<file path="config.mk">
export PLATFORM = sky130hd
export DESIGN_NAME = uart_tx_fifo
export DESIGN_NICKNAME = d
export VERILOG_FILES = /design/src/rtl/uart_tx_fifo.sv
export SDC_FILE = /design/constraint.sdc
export NUM_CORES = 1
export LEC_CHECK = 0
export ABC_CLOCK_PERIOD_IN_PS = 4600
export CAP_MARGIN = 25
export CORE_UTILIZATION = 50
export DETAILED_ROUTE_END_ITERATION = 10
export GPL_TIMING_DRIVEN = 0
export PLACE_DENSITY = 0.72
export SLEW_MARGIN = 20
export SYNTH_ARGS = -nofsm -noshare
export SYNTH_HDL_FRONTEND = slang
export SYNTH_SLANG_ARGS = --single-unit
</file>
<file path="constraint.sdc">
create_clock -name clk -period 4.6 [get_ports clk]
set_input_delay 1.38 -clock clk [delete_from_list [all_inputs] [get_ports clk]]
set_output_delay 1.38 -clock clk [all_outputs]
set_load 0.05 [all_outputs]
</file>
<file path="src/rtl/uart_tx_fifo.sv">
// UART transmitter with a byte FIFO and valid/ready input; frame shape fixed at elaboration.
// Define UART_TX_PARITY_EN to add a parity bit after the data bits (PARITY_ODD selects odd/even).
module uart_tx_fifo #(
  parameter int CLKS_PER_BIT = 870,
  parameter int DATA_BITS    = 8,
  parameter int STOP_BITS    = 1,
  parameter int FIFO_DEPTH   = 16,
  parameter int PARITY_ODD   = 0
) (
  input  logic                          clk,
  input  logic                          reset,
  input  logic [DATA_BITS-1:0]          in_data,
  input  logic                          in_valid,
  output logic                          in_ready,
  output logic                          tx,
  output logic                          busy,
  output logic [$clog2(FIFO_DEPTH):0]   fifo_count
);

  localparam int AW = $clog2(FIFO_DEPTH);
  localparam int CW = $clog2(CLKS_PER_BIT);
  localparam int IW = $clog2(DATA_BITS);
  localparam logic [CW-1:0] LAST_CLK  = CW'(CLKS_PER_BIT - 1);
  localparam logic [IW-1:0] LAST_DATA = IW'(DATA_BITS - 1);
  localparam logic [IW-1:0] LAST_STOP = IW'(STOP_BITS - 1);
  localparam logic [AW:0]   FULL      = (AW+1)'(FIFO_DEPTH);

  if (CLKS_PER_BIT < 2) begin : g_bad_cpb
    $error("uart_tx_fifo: CLKS_PER_BIT must be >= 2");
  end
  if (DATA_BITS < 5 || DATA_BITS > 9) begin : g_bad_data
    $error("uart_tx_fifo: DATA_BITS must be 5..9");
  end
  if (STOP_BITS < 1 || STOP_BITS > 2) begin : g_bad_stop
    $error("uart_tx_fifo: STOP_BITS must be 1 or 2");
  end
  if (FIFO_DEPTH < 2 || (FIFO_DEPTH & (FIFO_DEPTH - 1)) != 0) begin : g_bad_depth
    $error("uart_tx_fifo: FIFO_DEPTH must be a power of 2 and >= 2");
  end
  if (PARITY_ODD != 0 && PARITY_ODD != 1) begin : g_bad_parity
    $error("uart_tx_fifo: PARITY_ODD must be 0 or 1");
  end

`ifdef UART_TX_PARITY_EN
  typedef enum logic [2:0] {ST_IDLE, ST_START, ST_DATA, ST_PARITY, ST_STOP} state_t;
`else
  typedef enum logic [2:0] {ST_IDLE, ST_START, ST_DATA, ST_STOP} state_t;
`endif

  state_t                 state_reg, state_next;
  logic [CW-1:0]          clk_cnt_reg, clk_cnt_next;
  logic [IW-1:0]          bit_idx_reg, bit_idx_next, bit_idx_inc;
  logic                   tx_reg, tx_next;
  logic [AW:0]            count_reg, count_next;
  logic [AW-1:0]          wr_ptr_reg, rd_ptr_reg;
  logic [DATA_BITS-1:0]   shift_reg, data_shifted;
  logic [DATA_BITS-1:0]   mem [FIFO_DEPTH];
  logic                   push, pop, bit_done;

  assign in_ready     = (count_reg != FULL);
  assign push         = in_valid && in_ready;
  assign bit_done     = (clk_cnt_reg == LAST_CLK);
  assign bit_idx_inc  = bit_idx_reg + 1'b1;
  assign data_shifted = shift_reg >> bit_idx_inc;

`ifdef UART_TX_PARITY_EN
  logic parity_bit;
  assign parity_bit = (^shift_reg) ^ (PARITY_ODD != 0);
`endif

  // Storage has no reset so it maps onto block RAM; the popped word lands in shift_reg.
  always_ff @(posedge clk) begin
    if (push) mem[wr_ptr_reg] <= in_data;
    if (pop)  shift_reg <= mem[rd_ptr_reg];
  end

  always_comb begin
    state_next   = state_reg;
    clk_cnt_next = clk_cnt_reg;
    bit_idx_next = bit_idx_reg;
    tx_next      = tx_reg;
    pop          = 1'b0;
    if (state_reg != ST_IDLE) clk_cnt_next = bit_done ? '0 : clk_cnt_reg + 1'b1;
    case (state_reg)
      ST_IDLE: begin
        tx_next = 1'b1;
        if (count_reg != '0) begin
          pop        = 1'b1;
          state_next = ST_START;
          tx_next    = 1'b0;
        end
      end
      ST_START: begin
        if (bit_done) begin
          state_next   = ST_DATA;
          bit_idx_next = '0;
          tx_next      = shift_reg[0];
        end
      end
      ST_DATA: begin
        if (bit_done) begin
          if (bit_idx_reg == LAST_DATA) begin
`ifdef UART_TX_PARITY_EN
            state_next   = ST_PARITY;
            tx_next      = parity_bit;
`else
            state_next   = ST_STOP;
            tx_next      = 1'b1;
            bit_idx_next = '0;
`endif
          end else begin
            bit_idx_next = bit_idx_inc;
            tx_next      = data_shifted[0];
          end
        end
      end
`ifdef UART_TX_PARITY_EN
      ST_PARITY: begin
        if (bit_done) begin
          state_next   = ST_STOP;
          tx_next      = 1'b1;
          bit_idx_next = '0;
        end
      end
`endif
      ST_STOP: begin
        if (bit_done) begin
          if (bit_idx_reg == LAST_STOP) begin
            // Chain straight into the next start bit when more bytes are queued.
            if (count_reg != '0) begin
              pop        = 1'b1;
              state_next = ST_START;
              tx_next    = 1'b0;
            end else begin
              state_next = ST_IDLE;
              tx_next    = 1'b1;
            end
          end else begin
            bit_idx_next = bit_idx_inc;
          end
        end
      end
      default: begin
        state_next = ST_IDLE;
        tx_next    = 1'b1;
      end
    endcase
  end

  always_comb begin
    count_next = count_reg;
    case ({push, pop})
      2'b10:   count_next = count_reg + 1'b1;
      2'b01:   count_next = count_reg - 1'b1;
      default: count_next = count_reg;
    endcase
  end

  always_ff @(posedge clk) begin
    if (reset) begin
      state_reg   <= ST_IDLE;
      clk_cnt_reg <= '0;
      bit_idx_reg <= '0;
      tx_reg      <= 1'b1;
      count_reg   <= '0;
      wr_ptr_reg  <= '0;
      rd_ptr_reg  <= '0;
    end else begin
      state_reg   <= state_next;
      clk_cnt_reg <= clk_cnt_next;
      bit_idx_reg <= bit_idx_next;
      tx_reg      <= tx_next;
      count_reg   <= count_next;
      if (push) wr_ptr_reg <= wr_ptr_reg + 1'b1;
      if (pop)  rd_ptr_reg <= rd_ptr_reg + 1'b1;
    end
  end

  assign tx         = tx_reg;
  assign busy       = (state_reg != ST_IDLE);
  assign fifo_count = count_reg;

endmodule

</file>
Word-level counts from Yosys, hierarchy flattened
Memory sizes are Yosys's and may differ from the RTL's. A register that Yosys moved wholly into a read port is not among the register bits.
Cells that the tools add are included.

word-level totals
  flip-flop bits (word level) = 30
  RAM bits = 128
  output and inout bits = 8
  word-level logic and storage cells = 69
  memories kept = 1

memory list
  name  depth  width  read ports  clocked after Yosys merged registers in  write ports  RTL line  source
  mem   16     8      1           1                                        1            57        logic [DATA_BITS-1:0] mem [FIFO_DEPTH];

cells by class
  $add $sub $neg = 6
  equal/unequal tests = 15
  shift-type cells = 1
  muxes and demuxes = 29
  reduce and logical (&&, ||, !) cells = 10

operators with widths
  operator                 count
  $mux W3                  11
  $ne A2 B2 Y1 const B     7
  $mux W1                  12
  $pmux W3 S4              1
  $add A10 B1 Y10 const B  1
  $eq A10 B10 Y1 const B   1
  $mux W10                 1
  $pmux W5 S2              1
  $pmux W3 S3              1
  $add A4 B1 Y4 const B    2
  $shr A8 B3 Y1            1
  $eq A3 B2 Y1 const B     2
  $logic_not A3 Y1         2
  $reduce_and A6 Y1        1
  $reduce_bool A3 Y1       2
  $add A5 B1 Y5 const B    1
  $ne A5 B5 Y1 const B     1
  $reduce_and A5 Y1        1
  $reduce_bool A5 Y1       1
  $sub A5 B1 Y5 const B    1
  $pmux W1 S4              1
  $reduce_and A4 Y1        1
  $add A3 B1 Y3 const B    1
  $eq A3 B1 Y1 const B     1
  6 further kinds          6

Longest topological paths before layout
  depth in word-level cells = 7
  mapped depth = 15
  depth with buffers taken out = 14

Worst setup path before layout
Ideal clock, no wire load.

  path type = input port to flip-flop
  start = input port in_valid
  end = register count_reg[4], in the netlist fifo_count[4]
  setup time = 0.121 ns
  arrival time = 3.350 ns
  data required time = 4.479 ns
  slack = 1.129 ns
  cell stages on the path = 10
  cell sequence = inv_1 > a31oi_2 > inv_1 > ha_1 > ha_1 > nor2b_1 > o21ai_0 > a21oi_1 > or3b_1 > mux2_2

between the ends
  cells in the longest elaborated chain, start to end = 3

RTL lines
  what                                                      RTL line  source
  start: declaration                                        13        input logic in_valid,
  $logic_and A1 B1 Y1 (*)                                   61        assign push = in_valid && in_ready;
  $eq A2 B1 Y1 / $eq A2 B2 Y1 (equally long branches)       152       case ({push, pop})
  $pmux W5 S2 / $reduce_bool A2 Y1 (equally long branches)  -
  end signal: assignment                                    173       count_reg <= count_next;
  end: declaration                                          54        logic [AW:0] count_reg, count_next;

Mark *: on every way between the ends. The rest lies on a longest branch, timed or not.
A chain may end at the register's enable or synchronous reset.

Worst setup path in the final report
Ends and elaborated chain as after synthesis.

==> impl_metrics.prom <==
# TYPE chip_impl_metric gauge
chip_impl_info{name="post_synth_most_frequent_cells",value="136 x sky130_fd_sc_hd__edfxtp_1, 43 x sky130_fd_sc_hd__nor2_1, 42 x sky130_fd_sc_hd__mux4_2"} 1
chip_impl_metric{name="initialDrtViolationCount",unit=""} 225
chip_impl_info{name="clockRootBuffer",value="sky130_fd_sc_hd__clkbuf_16"} 1
chip_impl_metric{name="syn-instance-count",unit=""} 403
chip_impl_metric{name="wl_per_cell",unit="um"} 19.3
chip_impl_metric{name="number_of_levels_in_the_clock_h_tree",unit=""} 4
chip_impl_metric{name="critical_path_peak_fanout",unit=""} 9
chip_impl_info{name="cells_along_the_critical_path",value="clkdlybuf4s50_1, inv_1, a31oi_2, inv_1, ha_1, ha_1, nor2b_1, o21ai_0, a21oi_1, or3b_1, mux2_2"} 1
chip_impl_metric{name="synth_area",unit="um2"} 6880
chip_impl_metric{name="power.clock.fraction",unit=""} 0.330
chip_impl_info{name="clock_tree_from_tritoncts",value="done"} 1
chip_impl_metric{name="die-width",unit="um"} 119
chip_impl_metric{name="power.share.switching",unit=""} 0.290
chip_impl_info{name="status",value="completed"} 1
chip_impl_metric{name="worst-path-buf-inv",unit=""} 3
chip_impl_metric{name="power_switching",unit="mW"} 1.19
chip_impl_metric{name="die_area",unit="um2"} 14200
chip_impl_metric{name="synth.ff_latch_count",unit=""} 165
chip_impl_metric{name="vdd_drop_max",unit="mV"} 0.380
chip_impl_metric{name="drt.antenna.violating_nets",unit=""} 0
chip_impl_metric{name="syn_to_final_growth",unit="%"} 14.4
chip_impl_metric{name="holdWs",unit="ns"} 0.472
chip_impl_info{name="critical_path.reg2reg.startpoint",value="state_reg[1]$_SDFFE_PP0P_"} 1
chip_impl_metric{name="hold_buffers",unit=""} 0
chip_impl_metric{name="compound_gate_fraction_of_synth_area",unit=""} 0.0340
chip_impl_metric{name="synth_largest_type_area_fraction",unit=""} 0.593
chip_impl_metric{name="first_global_vias",unit=""} 3704
chip_impl_metric{name="grt_pass1_wl",unit="mm"} 19.5
chip_impl_metric{name="timing.critical_path.arrival",unit="ns"} 4.06
chip_impl_metric{name="tritoncts_num_sinks",unit=""} 165
chip_impl_metric{name="synth_fa_ha_area_frac",unit=""} 0.0356
chip_impl_info{name="hold_path_class",value="register to register"} 1
chip_impl_metric{name="synth_edf_count",unit=""} 136
chip_impl_metric{name="post_synth_mux_area_share",unit=""} 0.143
chip_impl_metric{name="setup_ws",unit="ns"} 0.852
chip_impl_metric{name="post-route-period-util",unit=""} 0.815
chip_impl_metric{name="critPathMaxStageDelay",unit="ns"} 0.45
chip_impl_metric{name="max_slew.worst_pin.slew",unit="ns"} 0.885
chip_impl_info{name="synth_area_leaders",value="sky130_fd_sc_hd__edfxtp_1 59%, sky130_fd_sc_hd__mux4_2 14%, sky130_fd_sc_hd__dfxtp_1 8.4%, sky130_fd_sc_hd__ha_1 3.3%, sky130_fd_sc_hd__nor2_1 2.3%"} 1
chip_impl_info{name="end_kind",value="register"} 1
chip_impl_metric{name="final_net_count",unit=""} 470
chip_impl_metric{name="post_synth_and_or_nand_nor_area_fraction",unit=""} 0.0702
chip_impl_metric{name="cp_data_required_time",unit="ns"} 4.91
chip_impl_metric{name="total_leakage_power",unit="nW"} 2.64
chip_impl_metric{name="grt_start_max_net_pins",unit=""} 17
chip_impl_metric{name="antenna_found_initial",unit=""} 0
chip_impl_info{name="worstHoldStart",value="bit_idx_reg[1]$_SDFFE_PP0P_"} 1
chip_impl_metric{name="boundaryPins",unit=""} 19
chip_impl_metric{name="cts_buffer_depth",unit=""} 2
chip_impl_metric{name="final_period_minus_worst_setup_slack",unit="ns"} 3.75
chip_impl_metric{name="min_delay_path_depth",unit=""} 2
chip_impl_metric{name="route.vias.total",unit=""} 3557
chip_impl_metric{name="clkLatencyLatePin",unit="ns"} 0.42
chip_impl_info{name="setup.worst_path.start_class",value="input pin"} 1
chip_impl_info{name="reg2reg_to",value="fifo_count[4]$_SDFFE_PP0P_"} 1
chip_impl_info{name="criticalPathCategory",value="input pin to register"} 1
chip_impl_metric{name="finalClockSkew",unit="ns"} 0.0103
chip_impl_metric{name="maxClockFrequency",unit="MHz"} 267
chip_impl_metric{name="count_of_max_cap_constraint_violations",unit=""} 0
chip_impl_metric{name="ctsResizeCount",unit=""} 0
chip_impl_metric{name="global_route.usage.total",unit=""} 0.189
chip_impl_info{name="critPathTopFamily",value="compound AO/OA/AOI/OAI gates"} 1
chip_impl_metric{name="internal-power",unit="mW"} 2.92
chip_impl_metric{name="grt_overflow",unit=""} 0
chip_impl_info{name="min_delay_worst_endpoint",value="bit_idx_reg[1]$_SDFFE_PP0P_"} 1
chip_impl_metric{name="postSynthNetCount",unit=""} 433
chip_impl_info{name="post-synth-top-count-cell",value="sky130_fd_sc_hd__edfxtp_1"} 1
chip_impl_metric{name="gp_congestion",unit=""} 0.831
chip_impl_metric{name="seq_power_share",unit=""} 0.440
chip_impl_metric{name="yosysUniqueCellTypes",unit=""} 45
chip_impl_metric{name="final_hold_viol_count",unit=""} 0
chip_impl_metric{name="synth-seq-area-share",unit=""} 0.678
chip_impl_metric{name="initial_core_util",unit=""} 0.516
chip_impl_info{name="largest_family_of_logic_cells_by_synthesized_area",value="multiplexers"} 1
chip_impl_metric{name="antennaDiodeCount",unit=""} 0
chip_impl_info{name="leading_register_cell_type_out_of_synthesis",value="sky130_fd_sc_hd__edfxtp_1"} 1
chip_impl_metric{name="detail_route.first_pass.iterations",unit=""} 5
chip_impl_metric{name="post-place-ws",unit="ns"} 0.401
chip_impl_metric{name="cts.clk_slew.worst_paths",unit="ns"} 0.06
chip_impl_metric{name="max_reg_flops",unit=""} 128
chip_impl_metric{name="fin_setup_tns",unit="ns"} 0
chip_impl_metric{name="synth.avg_cell_area",unit="um2"} 17.1
chip_impl_metric{name="pwr_density_cell",unit="nW/um2"} 522
chip_impl_metric{name="worst_slew_margin_rel",unit=""} 0.408
chip_impl_metric{name="timing.final.setup_violations",unit=""} 0
chip_impl_info{name="yosys.area.top_type",value="sky130_fd_sc_hd__edfxtp_1"} 1
chip_impl_metric{name="vias_per_cell",unit=""} 5.66
chip_impl_info{name="crit_slowest_cell",value="sky130_fd_sc_hd__clkdlybuf4s50_1"} 1
chip_impl_metric{name="yosys.area_share.xor_xnor",unit=""} 0.0204
chip_impl_metric{name="dp_hpwl",unit="mm"} 8.16
chip_impl_metric{name="core.rowCount",unit=""} 42
chip_impl_metric{name="remaining_drc_errors",unit=""} 0
chip_impl_info{name="grt_setup_unrepaired",value="false"} 1
chip_impl_metric{name="inserted_clock_buffers",unit=""} 17
chip_impl_metric{name="die-height",unit="um"} 119
chip_impl_metric{name="layout-drive-gt1-share",unit=""} 0.208
chip_impl_metric{name="asyncSetResetFlopFracSynth",unit=""} 0
chip_impl_metric{name="rrSetupSlack",unit="ns"} 0.90
chip_impl_metric{name="wirelength",unit="mm"} 12.1
chip_impl_metric{name="timing_max_transition_violations_final",unit=""} 0
chip_impl_metric{name="portBuffers",unit=""} 18
chip_impl_metric{name="rr_worst_depth",unit=""} 14
chip_impl_metric{name="combinationalPowerShare",unit=""} 0.230
chip_impl_metric{name="core_area",unit="um2"} 13300
chip_impl_metric{name="cts_setup_buffers",unit=""} 0
chip_impl_metric{name="total_number_of_yosys_warnings",unit=""} 0
-- cell usage in the layout (no fill, tap or decap), drive strengths merged, types with 2 or more instances in the layout --
cell type      count
edfxtp           136
nor2              43
mux4              42
dfxtp             29
clkbuf            27
inv               23
ha                18
clkdlybuf4s50     18
a21oi             13
nand2             11
nor3              10
xnor2              9
xor2               7
buf                7
nand3              6
nor2b              5
o21ai              5
or3                4
clkinv             4
nand2b             3
mux2i              3
clkinvlp           3
or3b               3
nand3b             2
a21o               2
nand4              2
and3               2
o41ai              2
a31oi              2
a2111oi            2
-- power groups by stage --
stage | Sequential, mW | Clock [mW] | Combinational, mW
after global placement | 1.83 | 0 | 0.922
after detailed placement | 1.84 | 0 | 0.951
after CTS | 1.81 | 1.38 | 0.959
final | 1.81 | 1.36 | 0.948
after global routing | 1.82 | 1.44 | 1.04
after floorplan | 1.89 | 0 | 0.649
-- area by class of cell --
| cell class | count | area [um2] |
|---|---|---|
| Buffer | 17 | 70.1 |
| Clock buffer | 17 | 425 |
| Clock inverter | 15 | 146 |
| Fill cell | 1036 | 5470 |
| Inverter | 16 | 60.1 |
| Multi-Input combinational cell | 205 | 2110 |
| Sequential cell | 165 | 4660 |
| Tap cell | 176 | 220 |
| Timing Repair Buffer | 18 | 180 |
-- cell families (layout without fill, tap and decap cells) --
logic type,count (synthesis),after routing
DFF,165,165
buffers and inverters,33,83
and+or+nand+nor,95,95
AOI/OAI and AO/OA,29,29
xor gates and xnor gates,16,16
adders and majority gates,19,19
muxes,46,46
-- worst max path at each step --
stage / end / slack, ns / start / cells past startpoint
finish: fifo_count[4]$_SDFFE_PP0P_ / 0.85 / in_valid / 11
global placement: fifo_count[4]$_SDFFE_PP0P_ / 0.47 / in_valid / 11
CTS: fifo_count[4]$_SDFFE_PP0P_ / 0.86 / in_valid / 11
detailed placement: fifo_count[4]$_SDFFE_PP0P_ / 0.40 / in_valid / 11
floorplan: fifo_count[4]$_SDFFE_PP0P_ / 1.13 / in_valid / 10
global route: fifo_count[4]$_SDFFE_PP0P_ / 0.63 / state_reg[1]$_SDFFE_PP0P_ / 14
-- tightest hold or removal path, stage by stage, from the launching register on --
cell	delay [ns]
sky130_fd_sc_hd__dfxtp_1	0.32
sky130_fd_sc_hd__nand2_1	0.06
sky130_fd_sc_hd__a21oi_1	0.05
-- through the flow --
step / std cells / utilization / power [mW] / cell area (um2)
floorplan: 403 / - / 2.53 / 6880
global placement: 597 / 0.546 / 2.76 / 7280
detailed placement: 597 / 0.547 / 2.79 / 7300
CTS: 629 / 0.590 / 4.15 / 7880
global route: 629 / 0.590 / 4.30 / 7880
finish: 629 / 0.590 / 4.11 / 7880
-- per-layer routing --
metal / vias up / part of all wire / GRT usage / routed length (um)
met5: - / 0 / 0 / 0
met2: 115 / 0.51 / 0.311 / 6250
met3: 22 / 0.055 / 0.0551 / 673
met4: 0 / 0.023 / 0.0719 / 274
met1: 1780 / 0.41 / 0.236 / 4950
li1: 1640 / - / - / -
(Power assumes the default switching activity.)
